===== src/rtl/float_pack.sv =====
// Single-precision float type and truncating arithmetic used by the coprocessor datapath,
// plus the sequencer's opcode set and zero helpers.
package float_pack;
  localparam int NE   = 8;
  localparam int NM   = 23;
  localparam int FW   = 1 + NE + NM;
  localparam int BIAS = (1 << (NE - 1)) - 1;

  typedef logic [FW-1:0] float;

  localparam float FLOAT_ZERO = '0;

  typedef enum logic [2:0] {
    OP_ADD, OP_SUB, OP_MUL, OP_MAC, OP_ACC_LD, OP_ACC_RD, OP_ACC_CLR, OP_RSVD
  } copro_op_t;

  // Denormals are flushed, so any zero exponent counts as zero.
  function automatic logic float_is_zero(input float f);
    return f[FW-2:NM] == '0;
  endfunction

  function automatic float float_add(input float a, input float b);
    float          r;
    logic          sx, sy;
    logic [NE-1:0] ex, ey;
    logic [NM+1:0] mx, my, m;
    logic [NE:0]   e;
    r = FLOAT_ZERO;
    if (float_is_zero(a)) begin
      r = b;
    end else if (float_is_zero(b)) begin
      r = a;
    end else begin
      // Order by magnitude so the subtraction never goes negative.
      if (a[FW-2:0] >= b[FW-2:0]) begin
        sx = a[FW-1]; ex = a[FW-2:NM]; mx = {2'b01, a[NM-1:0]};
        sy = b[FW-1]; ey = b[FW-2:NM]; my = {2'b01, b[NM-1:0]};
      end else begin
        sx = b[FW-1]; ex = b[FW-2:NM]; mx = {2'b01, b[NM-1:0]};
        sy = a[FW-1]; ey = a[FW-2:NM]; my = {2'b01, a[NM-1:0]};
      end
      my = my >> (ex - ey);
      e  = {1'b0, ex};
      if (sx == sy) begin
        m = mx + my;
        if (m[NM+1]) begin
          m = m >> 1;
          e = e + (NE+1)'(1);
        end
      end else begin
        m = mx - my;
        for (int i = 0; i < NM + 1; i++) begin
          if (!m[NM] && e > (NE+1)'(1)) begin
            m = m << 1;
            e = e - (NE+1)'(1);
          end
        end
      end
      if (m == '0 || !m[NM])
        r = FLOAT_ZERO;
      else if (e >= (NE+1)'((1 << NE) - 1))
        r = {sx, {NE{1'b1}}, {NM{1'b0}}};
      else
        r = {sx, e[NE-1:0], m[NM-1:0]};
    end
    return r;
  endfunction

  function automatic float float_sub(input float a, input float b);
    return float_add(a, {~b[FW-1], b[FW-2:0]});
  endfunction

  function automatic float float_mul(input float a, input float b);
    float              r;
    logic              s;
    logic [2*NM+1:0]   p;
    logic [NM-1:0]     m;
    int                e;
    r = FLOAT_ZERO;
    s = a[FW-1] ^ b[FW-1];
    if (!float_is_zero(a) && !float_is_zero(b)) begin
      p = {{(NM+1){1'b0}}, 1'b1, a[NM-1:0]} * {{(NM+1){1'b0}}, 1'b1, b[NM-1:0]};
      e = int'(a[FW-2:NM]) + int'(b[FW-2:NM]) - BIAS;
      if (p[2*NM+1]) begin
        m = p[2*NM:NM+1];
        e = e + 1;
      end else begin
        m = p[2*NM-1:NM];
      end
      if (e <= 0)
        r = FLOAT_ZERO;
      else if (e >= (1 << NE) - 1)
        r = {s, {NE{1'b1}}, {NM{1'b0}}};
      else
        r = {s, NE'(e), m};
    end
    return r;
  endfunction
endpackage


===== src/rtl/float_copro_acc.sv =====
// Float accumulator register; clear has priority over load.
module float_copro_acc
  import float_pack::*;
(
  input  logic clk,
  input  logic nrst,
  input  logic ld,
  input  logic clr,
  input  float d,
  output float q
);
  float acc_reg;

  always_ff @(posedge clk or negedge nrst) begin
    if (!nrst)
      acc_reg <= FLOAT_ZERO;
    else if (clr)
      acc_reg <= FLOAT_ZERO;
    else if (ld)
      acc_reg <= d;
  end

  assign q = acc_reg;
endmodule


===== src/rtl/float_copro_seq.sv =====
// Command sequencer for the float coprocessor: latches one command, runs it through
// the float_pack arithmetic, and holds the result until the CPU side consumes it.
module float_copro_seq
  import float_pack::*;
#(
  parameter int OP_W   = 3,
  parameter bit MAC_EN = 1'b1
) (
  input  logic            clk,
  input  logic            nrst,
  input  logic            cmd_valid,
  output logic            cmd_ready,
  input  logic [OP_W-1:0] cmd_op,
  input  float            cmd_a,
  input  float            cmd_b,
  output logic            res_valid,
  input  logic            res_ready,
  output float            res_data,
  output logic            res_err,
  output logic            busy
);
  typedef enum logic [1:0] {IDLE, EXEC, MAC_ADD, HOLD} state_t;

  state_t          state_reg, state_next;
  logic [OP_W-1:0] op_reg, op_next;
  float            a_reg, a_next, b_reg, b_next, t_reg, t_next;
  float            res_reg, res_next;
  logic            err_reg, err_next, valid_reg, valid_next;
  logic            acc_ld, acc_clr;
  float            acc_d, acc_q;

  float_copro_acc u_acc (
    .clk  (clk),
    .nrst (nrst),
    .ld   (acc_ld),
    .clr  (acc_clr),
    .d    (acc_d),
    .q    (acc_q)
  );

  always_ff @(posedge clk or negedge nrst) begin
    if (!nrst) begin
      state_reg <= IDLE;
      op_reg    <= '0;
      a_reg     <= FLOAT_ZERO;
      b_reg     <= FLOAT_ZERO;
      t_reg     <= FLOAT_ZERO;
      res_reg   <= FLOAT_ZERO;
      err_reg   <= 1'b0;
      valid_reg <= 1'b0;
    end else begin
      state_reg <= state_next;
      op_reg    <= op_next;
      a_reg     <= a_next;
      b_reg     <= b_next;
      t_reg     <= t_next;
      res_reg   <= res_next;
      err_reg   <= err_next;
      valid_reg <= valid_next;
    end
  end

  always_comb begin
    state_next = state_reg;
    op_next    = op_reg;
    a_next     = a_reg;
    b_next     = b_reg;
    t_next     = t_reg;
    res_next   = res_reg;
    err_next   = err_reg;
    valid_next = valid_reg;
    acc_ld     = 1'b0;
    acc_clr    = 1'b0;
    acc_d      = float_add(acc_q, t_reg);
    unique case (state_reg)
      IDLE: if (cmd_valid) begin
        op_next    = cmd_op;
        a_next     = cmd_a;
        b_next     = cmd_b;
        state_next = EXEC;
      end
      EXEC: begin
        err_next   = 1'b0;
        state_next = HOLD;
        case (op_reg)
          OP_W'(OP_ADD):     res_next = float_add(a_reg, b_reg);
          OP_W'(OP_SUB):     res_next = float_sub(a_reg, b_reg);
          OP_W'(OP_MUL):     res_next = float_mul(a_reg, b_reg);
          OP_W'(OP_MAC): begin
            if (MAC_EN) begin
              t_next     = float_mul(a_reg, b_reg);
              state_next = MAC_ADD;
            end else begin
              res_next = FLOAT_ZERO;
              err_next = 1'b1;
            end
          end
          OP_W'(OP_ACC_LD): begin
            acc_ld   = 1'b1;
            acc_d    = a_reg;
            res_next = a_reg;
          end
          OP_W'(OP_ACC_RD):  res_next = acc_q;
          OP_W'(OP_ACC_CLR): begin
            acc_clr  = 1'b1;
            res_next = FLOAT_ZERO;
          end
          default: begin
            res_next = FLOAT_ZERO;
            err_next = 1'b1;
          end
        endcase
      end
      MAC_ADD: begin
        acc_ld     = 1'b1;
        res_next   = acc_d;
        err_next   = 1'b0;
        state_next = HOLD;
      end
      HOLD: begin
        // The valid flag is raised one cycle after entering HOLD so the output
        // stage is fed purely from registers, never straight from the arithmetic.
        if (!valid_reg) begin
          valid_next = 1'b1;
        end else if (res_ready) begin
          valid_next = 1'b0;
          state_next = IDLE;
        end
      end
      default: state_next = IDLE;
    endcase
  end

  assign cmd_ready = (state_reg == IDLE);
  assign busy      = (state_reg != IDLE);
  assign res_valid = valid_reg;
  assign res_data  = res_reg;
  assign res_err   = err_reg;
endmodule


===== config.mk =====
export PLATFORM = sky130hd
export DESIGN_NAME = float_copro_seq
export DESIGN_NICKNAME = d
export VERILOG_FILES = /design/src/rtl/float_pack.sv /design/src/rtl/float_copro_acc.sv /design/src/rtl/float_copro_seq.sv
export SDC_FILE = /design/constraint.sdc
export NUM_CORES = 2
export LEC_CHECK = 0
export CAP_MARGIN = 15
export CORE_ASPECT_RATIO = 1.25
export CORE_MARGIN = 5
export CORE_UTILIZATION = 31
export DETAILED_ROUTE_END_ITERATION = 7
export DONT_BUFFER_PORTS = 1
export PLACE_DENSITY_LB_ADDON = 0.25
export SETUP_SLACK_MARGIN = 0.05
export SLEW_MARGIN = 20
export SYNTH_ARGS = -nofsm -noshare
export SYNTH_HDL_FRONTEND = slang
export SYNTH_HIERARCHICAL = 1
export SYNTH_SLANG_ARGS = --single-unit

===== constraint.sdc =====
create_clock -name clk -period 133.5 [get_ports clk]
set_input_delay 26.7 -clock clk [delete_from_list [all_inputs] [get_ports clk]]
set_output_delay 26.7 -clock clk [all_outputs]
set_load 0.02 [all_outputs]

=== Word-level counts from Yosys, hierarchy flattened ===
Index checks and enable logic that the tools add are counted.

* Bits in latches: 0
* Bits of input ports: 71
* Memories: 0
* Bits in read-only memories: 0
* Bits in writable memories: 0
* Bits in registers: 167
* Output and inout bits: 36

* Shifts and indexed selects: 3
* Reductions and logical operators: 170
* Add/subtract/negate cells: 87
* Multiply operators: 1
* Div/mod/pow operators: 0
* Bitwise operators: 2
* Equality and inequality tests: 16
* Mux-type cells: 884
* Order comparisons: 81

{| class="wikitable"
|+ Operator list
! operator !! count
|-
| $mux W25 || 400
|-
| $mux W9 || 387
|-
| $mux W32 || 23
|-
| $gt A9 B1 Y1 const B || 69
|-
| $sub A9 B1 Y9 const B || 69
|-
| $pmux W32 S6 || 1
|-
| $mux W8 || 20
|-
| $mux W31 || 5
|-
| $mux W23 || 5
|-
| $logic_not A1 Y1 || 77
|-
| $add A25 B25 Y25 || 3
|-
| $logic_not A25 Y1 || 3
|-
| $shr A25 B8 Y25 || 3
|-
| $sub A25 B25 Y25 || 3
|-
| $logic_and A1 B1 Y1 || 73
|-
| $mux W24 || 3
|-
| $ge A32 B9 Y1 const B || 2
|-
| $le A32 B1 Y1 const B || 2
|-
| $pmux W32 S2 || 1
|-
| $ge A31 B31 Y1 || 2
|-
| $mul A24 B24 Y48 || 1
|-
| $mux W1 || 33
|-
| $logic_not A8 Y1 || 4
|-
| $add A8 B1 Y9 const B || 3
|-
| 26 further kinds || 52
|}

=== Depth between registers and ports, before layout ===
* Word-level depth: 208
* Depth in mapped cells: 226
* Gate-level depth less buffers: 191

=== By module ===
The synthesis kept the hierarchy.

{| class="wikitable"
|+ Modules (own cells, without submodules)
! module !! seq. area each (um^2) !! instances !! cells an instance !! area each (um^2)
|-
| float_copro_seq || 3378.2 || 1 || 10325 || 73817.0
|-
| float_copro_acc || 800.8 || 1 || 103 || 1323.8
|}

=== Least setup slack after synthesis ===
Ideal clock, no wire load.

* Path kind: register to register
* From: register a_reg[23]
* To: register res_reg[0], in the netlist res_data[0]
* Slack: 89.602 ns
* Arrival time: 43.757 ns
* Library setup time: 0.141 ns
* Data required time: 133.359 ns
* Cell stages (with the launch flop): 219
* Path buffers: 40
* Path through: dfrtp_1 -> clkbuf_1 -> inv_1 -> ha_1 -> buf_6 -> nand4b_1 -> or4_4 -> or4_1 -> o22ai_1 -> nor2_1 -> clkbuf_1 -> clkbuf_1 -> clkbuf_1 -> nor2_1 -> a21oi_1 -> ha_1 -> a31o_1 -> o21bai_1 -> [... 183 more ...] -> o221ai_1 -> and3_1 -> buf_1 -> a21oi_1 -> buf_2 -> xnor2_1 -> inv_1 -> ha_1 -> o2bb2ai_2 -> a21oi_4 -> mux2i_1 -> nand4b_1 -> o31ai_1 -> mux2_2 -> nor3_2 -> buf_2 -> a221oi_1 -> a31oi_1

* Word-level cells in the longest chain between the ends: 208
* Elaborated cells on any way between the ends: 866
* Those cells by class: add/sub: 59; order compare: 53; eq/ne: 2; shift: 2; mux: 645; reduce/logical: 105

{| class="wikitable"
|+ RTL lines
! item !! line !! text
|-
| start, declared || float_copro_seq.sv:26 || <nowiki>float a_reg, a_next, b_reg, b_next, t_reg, t_next;</nowiki>
|-
| start signal, assigned || float_copro_seq.sv:54 || <nowiki>a_reg <= a_next;</nowiki>
|-
| $ge A31 B31 Y1 || float_pack.sv:35 || <nowiki>if (a[FW-2:0] >= b[FW-2:0]) begin</nowiki>
|-
| $mux W8 || float_pack.sv:35 ||
|-
| $mux W8 || float_pack.sv:31 || <nowiki>end else if (float_is_zero(b)) begin</nowiki>
|-
| $mux W8 || float_pack.sv:29 || <nowiki>if (float_is_zero(a)) begin</nowiki>
|-
| $mux W8 || float_copro_seq.sv:85 || <nowiki>case (op_reg)</nowiki>
|-
| $mux W8 || float_copro_seq.sv:75 || <nowiki>unique case (state_reg)</nowiki>
|-
| $sub A8 B8 Y8 || float_pack.sv:42 || <nowiki>my = my >> (ex - ey);</nowiki>
|-
| $shr A25 B8 Y25 || float_pack.sv:42 ||
|-
| [... 192 more ...] || -- ||
|-
| $mux W9 or $mux W25 (tied branches) || float_copro_seq.sv:75 ||
|-
| $ge A9 B8 Y1, or another cell as far along || float_pack.sv:61 || <nowiki>else if (e >= (NE+1)'((1 << NE) - 1))</nowiki>
|-
| $mux W31 or $logic_or A1 B1 Y1 (tied branches) || float_pack.sv:61, float_pack.sv:59 ||
|-
| $mux W32 || float_pack.sv:59 || <nowiki>if (m == '0 || !m[NM])</nowiki>
|-
| $mux W32 || float_pack.sv:31 ||
|-
| $mux W32 || float_pack.sv:29 ||
|-
| $pmux W32 S6 * || float_copro_seq.sv:85 ||
|-
| $pmux W32 S2 * || float_copro_seq.sv:75 ||
|-
| end signal, assigned || float_copro_seq.sv:57 || <nowiki>res_reg <= res_next;</nowiki>
|-
| end, declared || float_copro_seq.sv:27 || <nowiki>float res_reg, res_next;</nowiki>
|}

Mark *: on every way between the ends. The rest lies on a longest branch, timed or not. The select of a mux whose other input is x is not followed.
A chain may end at the register's enable or synchronous reset.

=== Worst setup path in the final report ===
* From: register b_reg[15]
* To: register res_reg[1], in the netlist res_data[1]

* Word-level cells in the longest chain between the ends: 208
* Elaborated cells on any way between the ends: 862
* Those cells by class: add/sub: 56; mul: 1; order compare: 53; eq/ne: 2; shift: 2; mux: 646; reduce/logical: 102

{| class="wikitable"
|+ RTL lines
! item !! line !! text
|-
| start, declared || float_copro_seq.sv:26 ||
|-
| start signal, assigned || float_copro_seq.sv:55 || <nowiki>b_reg <= b_next;</nowiki>
|-
| $ge A31 B31 Y1 || float_pack.sv:35 ||
|-
| $mux W8 || float_pack.sv:35 ||
|-
| $mux W8 || float_pack.sv:31 ||
|-
| $mux W8 || float_pack.sv:29 ||
|-
| $mux W8 || float_copro_seq.sv:85 ||
|-
| $mux W8 || float_copro_seq.sv:75 ||
|-
| $sub A8 B8 Y8 || float_pack.sv:42 ||
|-
| $shr A25 B8 Y25 || float_pack.sv:42 ||
|-
| [... 192 more ...] || -- ||
|-
| $mux W9 or $mux W25 (tied branches) || float_copro_seq.sv:75 ||
|-
| $ge A9 B8 Y1, or another cell as far along || float_pack.sv:61 ||
|-
| $mux W31 or $logic_or A1 B1 Y1 (tied branches) || float_pack.sv:61, float_pack.sv:59 ||
|-
| $mux W32 || float_pack.sv:59 ||
|-
| $mux W32 || float_pack.sv:31 ||
|-
| $mux W32 || float_pack.sv:29 ||
|-
| $pmux W32 S6 * || float_copro_seq.sv:85 ||
|-
| $pmux W32 S2 * || float_copro_seq.sv:75 ||
|}

Marks and branches as above.

==> results_dict.tcl <==
set metrics [dict create \
    outcome "finished with violations" \
    violations "DRC" \
    cp_common_cell "ha_1" \
    postCtsHoldBufs 0 \
    cp_max_fo 43 \
    slew_headroom 0.233 \
    cts_num_sinks 167 \
    die_area_sq_mm 0.252 \
    ios 107 \
    grt_max_degree 168 \
    antenna_found_initial 22 \
    cp_num_buf_inv 32 \
    fin_nets 11000 \
    initial_utilization 0.311 \
    use_met3 0.0240 \
    vias 75900 \
    drive_gt1_frac 0.0715 \
    hold_path_class "reg -> reg" \
    critical_path_class "reg -> reg" \
    grt_use_met2 0.396 \
    routedWlPerCell_um 22.5 \
    clock_skew_ps 22.5 \
    clkTransAtPathRegs_ps 90 \
    ys.flop_type "dfrtp_1" \
    synthDistinctLibCells 151 \
    drt_iter0_drc 5866 \
    synth_top_area_frac 0.129 \
    cp-start-kind "flip-flop" \
    setup_tns_ps 0 \
    min_period_over_period 0.382 \
    synth.avg_cell_area_sq_um 7.21 \
    synth_area_leaders "fa_1 (13%), mux2i_1 (11%), ha_1 (7.7%), nand2_1 (6.0%), dfrtp_1 (5.6%)" \
    grt_pass1_wl_mm 450 \
    syn_inst 10400 \
    yosys.area.top_type "fa_1" \
    max_freq_mhz 19.6 \
    syn2layout_area_growth_pct 4.90 \
    syn_nets 11400 \
    netlist_area_sq_mm 0.0751 \
    io_buffers 0 \
    cts_tree "built" \
    arrival_ps 51440 \
    path_delay_family "compound AO/OA/AOI/OAI gates" \
    drv_slew 0 \
    numCtsBuffers 17 \
    critPathCaptureType "flip-flop" \
    drv_cap 0 \
    die_w_um 450 \
    final_cells 13200 \
    dp_cells 13100 \
    critPathSlowestCell "a21oi_4" \
    setup_viol 0 \
    grt_pass1_vias 74300 \
    vias_per_cell 5.75 \
    hpwl_mm 239 \
    post_cts_buffers 0 \
    drt_pass1_iterations 8 \
    tightestPinTransition_ps 1150 \
    insertion_delay_ps 490 \
    place_congestion 0.988 \
    synth_most_common_cell "nand2_1" \
    hold_violations 0 \
    grt_use_met1 0.264 \
    cp.required_ps 133890 \
    totalWireLength_mm 297 \
    synthTopCellsByCount "nand2_1 (1,198), nor2_1 (1,106), inv_1 (862)" \
    hold_path_end "t_reg[6]" \
    holdPathStages 2 \
    overflow 0 \
    rows 202 \
    ys_ff_latch 167 \
    cts-resized-gates 0 \
    reg2regPathDepth 188 \
    rsz0062_at_grt "no" \
    yosysSeqAreaShare 0.0556 \
    cpPeakStageDelay_ps 870 \
    min_from "t_reg[6]" \
    r2r_slack_ps 82450 \
    dieHeight_um 560 \
    cts.path.max_buffers 2 \
    synth_edf_count 0 \
    reg2reg_to "res_data[1]" \
    ant_nets 0 \
    fin_crit_ps 51050 \
    core_area_sq_mm 0.242 \
    drc 22 \
    yosys_warnings 6 \
    htree_levels 4 \
    grtUsageTotal 0.223 \
    r2r_start "b_reg[15]" \
    cts_root_buf "clkbuf_16" \
    async_flop_share 1.00 \
    grt-busiest-layer "met2" \
]
-- per-layer routing --
layer	vias up	share of wire
met5	-	0.00021
met4	8	0.065
met3	618	0.045
met2	2154	0.49
met1	37000	0.40
li1	36100	-
-- how the worst max path moves through the flow --
stage | slack (ps) | endpoint | cells after the start | startpoint
after floorplan | 89600 | res_data[0] | 218 | a_reg[23]
after global placement | 84050 | res_data[1] | 189 | b_reg[15]
after detailed placement | 82990 | res_data[1] | 186 | b_reg[15]
after CTS | 82860 | res_data[1] | 186 | b_reg[15]
after global routing | 78370 | res_data[2] | 189 | b_reg[15]
final | 82450 | res_data[1] | 188 | b_reg[15]
-- final cells by class --
cell class	instances	area [sq um]
Fill cell	25900	163000
Sequential cell	167	4180
Clock inverter	15	180
Clock buffer	17	425
Timing Repair Buffer	170	1280
Tap cell	3162	3960
Inverter	871	3270
Antenna cell	12	30.0
Multi-Input combinational cell	8770	65500
-- worst reg2reg max path: cells and delay by family (launching register included) --
kind	cells	cell delay, ps
DFF	1	710
AOI/OAI and AO/OA	77	23030
adders and majority gates	25	6180
and+or+nand+nor	37	8840
xor gates and xnor gates	10	3070
buffers and inverters	32	6820
muxes	7	2330
-- layout by cell type (no fill, tap or decap), types with 76 or more instances in the layout --
cell      netlist  final
a21oi_1       697    686
ha_1          464    464
o211ai_1      117    117
nor3_1        214    210
nand3_1       205    204
xor2_1        100     98
buf_4          17    170
o21ai_1        80     82
xnor2_1       251    247
or2_2          76     76
mux2i_1       815    814
fa_1          486    486
a31oi_1       134    130
a211oi_1      100    100
and3_1         89     89
nor2_1       1106   1097
o21ai_0       567    563
nand2_1      1198   1196
dfrtp_1       167    167
inv_1         862    862
and2_1        263    262
nand4_1        89     89
o21a_1         82     81
mux2_2        180    180
a21o_1        105    105
o31ai_1        79     76
-- stage by stage --
stage	setup slack (ps)	hold slack, ps	util	instance area [sq um]
floorplan	89600	488	-	75100
global placement	84050	519	0.323	78200
detailed placement	82990	515	0.323	78200
CTS	82860	535	0.326	78800
global route	78370	570	0.326	78800
finish	82450	532	0.326	78800
-- cells by family (layout without fill, tap and decap cells) --
logic type,count (synthesis),after routing,share of synthesized area
and+or+nand+nor,3728,3728,0.234
AOI/OAI and AO/OA,2722,2722,0.244
buffers and inverters,1491,1073,0.0777
muxes,1007,1007,0.138
adders and majority gates,950,950,0.207
xor gates and xnor gates,363,363,0.0438
DFF,167,167,0.0556
other,0,12,0
Power is not shown: default switching activity piles up to over one toggle a cycle in this logic, so the estimate is an artifact.
